**config.mk**
```make
export PLATFORM = sky130hd
export DESIGN_NAME = alu_share_arbiter
export DESIGN_NICKNAME = d
export VERILOG_FILES = /design/src/rtl/alu_share_arbiter.sv
export SDC_FILE = /design/constraint.sdc
export NUM_CORES = 1
export LEC_CHECK = 0
export CORE_AREA = 2 2 58 73
export CTS_BUF_LIST = sky130_fd_sc_hd__clkbuf_2
export DETAILED_ROUTE_END_ITERATION = 7
export DIE_AREA = 0 0 60 75
export PLACE_DENSITY = 0.86
export SYNTH_ARGS = -nofsm -noshare
export SYNTH_HDL_FRONTEND = slang
export SYNTH_SLANG_ARGS = --single-unit
```
**constraint.sdc**
```tcl
create_clock -name clk -period 15.6 [get_ports clk]
set_input_delay 1.56 -clock clk [delete_from_list [all_inputs] [get_ports clk]]
set_output_delay 1.56 -clock clk [all_outputs]
set_load 0.02 [all_outputs]
```
**src/rtl/alu_share_arbiter.sv**
```systemverilog
// rtl/alu_share_arbiter.sv - round-robin arbiter sharing one ALU operand path between cores
//
// Grants one requesting core at a time. Drives the 3-bit ALUMUX select from the
// winner's code, then runs a fixed-latency sequence: start pulse, busy hold, and a
// done pulse back to the owner.
//
// Ports:
//   clk          in   rising-edge clock
//   rst          in   synchronous, active-high reset
//   req          in   [NUM_CORES]   per-core request level, sampled only while idle
//   src_sel      in   [3*NUM_CORES] per-core ALUMUX code, core k at [3k+2:3k]
//   grant        out  [NUM_CORES]   one-hot owner of the ALU path, zero when free
//   alu_mux_sel  out  [3]           ALUMUX select, 000 when nothing is granted
//   alu_start    out                pulse in the first busy cycle
//   busy         out                high while an operation is in flight or completing
//   done         out  [NUM_CORES]   completion pulse to the owner
//   err          out  [NUM_CORES]   pulse when the winning request carries an illegal code
module alu_share_arbiter #(
  parameter int NUM_CORES   = 4,
  parameter int ALU_LATENCY = 2
) (
  input  logic                     clk,
  input  logic                     rst,
  input  logic [NUM_CORES-1:0]     req,
  input  logic [3*NUM_CORES-1:0]   src_sel,
  output logic [NUM_CORES-1:0]     grant,
  output logic [2:0]               alu_mux_sel,
  output logic                     alu_start,
  output logic                     busy,
  output logic [NUM_CORES-1:0]     done,
  output logic [NUM_CORES-1:0]     err
);

  localparam int PW = (NUM_CORES > 1) ? $clog2(NUM_CORES) : 1;

  typedef enum logic [1:0] {
    IDLE = 2'd0,
    BUSY = 2'd1,
    DONE = 2'd2
  } state_t;

  state_t         state;
  logic [PW-1:0]  ptr;
  logic [3:0]     cnt;

  logic                  found;
  logic [PW-1:0]         win_idx;
  logic [2:0]            win_code;
  logic                  win_legal;
  logic [NUM_CORES-1:0]  win_onehot;
  logic [PW-1:0]         ptr_next;
  int                    j;
  int                    win_int;

  // Rotating scan starting at ptr; the index wraps explicitly so non power-of-two
  // core counts never visit a nonexistent core.
  always_comb begin
    found   = 1'b0;
    win_int = 0;
    j       = 0;
    for (int i = 0; i < NUM_CORES; i++) begin
      j = int'(ptr) + i;
      if (j >= NUM_CORES) j = j - NUM_CORES;
      if (!found && req[j]) begin
        found   = 1'b1;
        win_int = j;
      end
    end
    win_idx    = PW'(win_int);
    win_code   = src_sel[3*win_int +: 3];
    win_legal  = (win_code != 3'b000) && (win_code <= 3'b101);
    win_onehot = {{(NUM_CORES-1){1'b0}}, 1'b1} << win_idx;
    ptr_next   = (win_idx == PW'(NUM_CORES-1)) ? '0 : win_idx + PW'(1);
  end

  always_ff @(posedge clk) begin
    if (rst) begin
      state       <= IDLE;
      ptr         <= '0;
      cnt         <= '0;
      grant       <= '0;
      alu_mux_sel <= 3'b000;
      alu_start   <= 1'b0;
      busy        <= 1'b0;
      done        <= '0;
      err         <= '0;
    end else begin
      case (state)
        IDLE: begin
          grant       <= '0;
          alu_mux_sel <= 3'b000;
          alu_start   <= 1'b0;
          busy        <= 1'b0;
          done        <= '0;
          err         <= '0;
          if (found) begin
            // The pointer advances past the winner even on an illegal code so a
            // core stuck on a bad code cannot starve the others.
            ptr <= ptr_next;
            if (win_legal) begin
              grant       <= win_onehot;
              alu_mux_sel <= win_code;
              alu_start   <= 1'b1;
              busy        <= 1'b1;
              cnt         <= 4'(ALU_LATENCY - 1);
              state       <= BUSY;
            end else begin
              err <= win_onehot;
            end
          end
        end
        BUSY: begin
          alu_start <= 1'b0;
          if (cnt == 4'd0) begin
            done  <= grant;
            state <= DONE;
          end else begin
            cnt <= cnt - 4'd1;
          end
        end
        DONE: begin
          done        <= '0;
          grant       <= '0;
          alu_mux_sel <= 3'b000;
          busy        <= 1'b0;
          state       <= IDLE;
        end
        default: state <= IDLE;
      endcase
    end
  end

endmodule

```
==> impl_results.md <==
* Status: complete, no violations
* Routed WL at 4980 um
* Hold WC Path Type: register to register
* Die Span Y at 75 um
* CTS buffer count at 3
* Reg clk slew, reported paths at 0.25 ns
* Pin count of the biggest net entering global routing at 25
* DRT iter0 DRCs at 107
* PostCTS Resize Cnt at 0
* First-pass GRT wire length at 8540 um
* Mapped Area at 0.00220 mm2
* Initial Util at 0.581
* Core Rows at 25
* Net Count, Synth at 284
* Final max-slew violation count at 0
* Initial antenna violation count at 0
* Tmin final at 5.87 ns
* Synth warn at 0
* Critical Path End Type: register
* Setup tns final at 0 ns
* Port-buffer cells at 34
* Routability cong. at 0.950
* CP max FO at 14
* Via count at 2024
* Least-Margin Pin Slew at 0.793 ns
* # setup viols final at 0
* Reg2reg start: ptr[0]
* WS Path Type: input pin to register
* Post-route antenna net violation count at 0
* Register bit count reported by yosys at 25
* Die X at 60 um
* Reg2reg setup slack at 10.00 ns
* Synth area leader: dfxtp_1
* Ports at 35
* Relative slew slack at 0.470
* Max frequency at 170 MHz
* Share of cells above drive strength 1 at 0.122
* Gr usage total at 0.243
* Setup bufs post-CTS at 0
* Area Overhead vs Synth at 16.8%
* Critical path startpoint category: input pin
* Async SR Flop Fraction at 0
* CTS tree: built
* Post-synth top area share at 0.228
* RSZ-0062 raised after global routing: no
* Detailed-router iteration count before antenna repair at 4
* Vias in the first global route at 1946
* Period utilisation layout at 0.376
* Detailed-route DRC error count at 0
* WL/cell at 15.0 um
* Root Buffer: clkbuf_2
* Worst-Skew Late Latency at 0.36 ns
* Distinct cell type count after synthesis at 69
* Post-DP HPWL at 3980 um
* RR Endpoint: grant[3]
* Seq/Total Area, Yosys at 0.228
* H-tree depth at 1
* Setup Skew at 0.0248 ns
* Max_cap viols at 0
* Min-delay src: busy
* Core area at 0.00378 mm2
* Final hold vios at 0
* Worst min-delay path endpoint: busy
* Number of nets in the final layout at 313
* Mapped Cells at 251
* Sink Count at 25
* Top cells by area, synth: dfxtp_1 (23%), ha_1 (8.0%), mux4_2 (6.1%)
* Post-synth top flop: dfxtp_1
* Fin util at 0.678
* Hold Buf Count CTS at 0
* Reg2Reg Depth at 18
* Post-synth EDFFs at 0
* Die area at 0.00450 mm2
* # placed instances at 329
* WP data arrival at 6.17 ns
* Hold Crit Depth at 2
* Diode count at 0
* Avg Inst Size Synth at 8.76 um2
* Via density at 6.08
* Critical Path RT at 15.90 ns
* Cell Count, Final, Fillers Out at 333
* Gr ovfl total at 0
* Max Buffers Root-to-Sink at 2
[stage by stage]
step	worst slack [ns]	hold slack [ns]	cell area, um2
floorplan	10.16	0.488	2200
global placement	9.43	0.441	2540
detailed placement	9.31	0.444	2540
CTS	9.75	0.468	2570
global route	9.38	0.492	2570
finish	9.73	0.465	2570
[cells in the mapped netlist, types with 2 or more instances]
cell,n
o32ai_1,2
mux4_2,6
xnor2_1,2
nor2b_1,4
nand3_1,13
nor3b_1,2
ha_1,14
nor4_1,4
o21ai_1,10
a32oi_1,3
inv_1,13
buf_6,4
nand2_1,27
and3b_1,2
a22o_1,3
nor3_1,7
and2_1,2
dfxtp_1,25
nand2b_1,3
or3_1,5
o22ai_1,3
clkbuf_1,6
a211oi_1,3
mux2i_1,8
o211ai_1,5
a21oi_1,15
a32o_1,2
nor2_1,17
[how the worst max path moves through the flow]
stage	start	to	slack, ns
2_1_floorplan	req[1]	grant[3]	10.16
4_1_cts	req[3]	grant[3]	9.75
5_1_grt	req[3]	cnt[3]	9.38
3_5_place_dp	req[3]	grant[3]	9.31
6_report	req[3]	grant[3]	9.73
3_3_place_gp	req[3]	grant[3]	9.43
[layer usage]
layer	up-vias	global-route usage	share of wire
li1	1008	-	-
met1	951	0.298	0.43
met2	53	0.425	0.53
met3	12	0.0155	0.024
met4	0	0.121	0.025
met5	-	0	0
[logic make-up after synthesis]
| family | count (synthesis) | share of synthesized area |
|---|---|---|
| simple gates | 97 | 0.240 |
| compound gates | 70 | 0.268 |
| buf+inv | 26 | 0.0586 |
| flops | 25 | 0.228 |
| mux | 16 | 0.109 |
| fa+ha+maj | 15 | 0.0888 |
| xor+xnor | 2 | 0.00797 |
[layout make-up]
| cell class | instances | area, um2 |
|---|---|---|
| inverters | 14 | 52.6 |
| well taps | 54 | 67.6 |
| clock buffers | 3 | 15.0 |
| flip-flops and latches | 25 | 500 |
| fillers | 310 | 1220 |
| clock inverters | 1 | 7.51 |
| multi-input cells | 200 | 1570 |
| repair buffers | 36 | 355 |
[critical path: stages]
cell and delay [ns]:
clkdlybuf4s50_1 0.61, mux2i_1 0.35, mux2i_1 0.41, and2_1 0.19, a211oi_1 0.06, a41o_1 0.24, ha_1 0.27, ha_1 0.23
fa_1 0.38, xnor2_1 0.30, o31ai_4 0.16, or3b_1 0.39, a211o_1 0.36, a32oi_4 0.28, a41oi_4 0.10, a32o_1 0.29
[cell usage in the layout (no fill, tap or decap), types with 8 or more instances in the layout]
| cell type | Yosys | final |
|---|---|---|
| clkdlybuf4s50_1 | 0 | 34 |
| mux2i_1 | 8 | 8 |
| a21oi_1 | 15 | 15 |
| inv_1 | 13 | 13 |
| o21ai_1 | 10 | 10 |
| nor2_1 | 17 | 17 |
| nand3_1 | 13 | 13 |
| dfxtp_1 | 25 | 25 |
| nand2_1 | 27 | 27 |
| ha_1 | 14 | 14 |
[state kept, by name (all words and copies together), names as in the netlist]
signal,cells
state,2
err,4
grant,4
busy,1
cnt,4
alu_mux_sel,3
alu_start,1
ptr,2
done,4
Power is left out: the tool's default activity adds up to more than one toggle a clock period on the data nets, which glitch-free logic cannot reach.
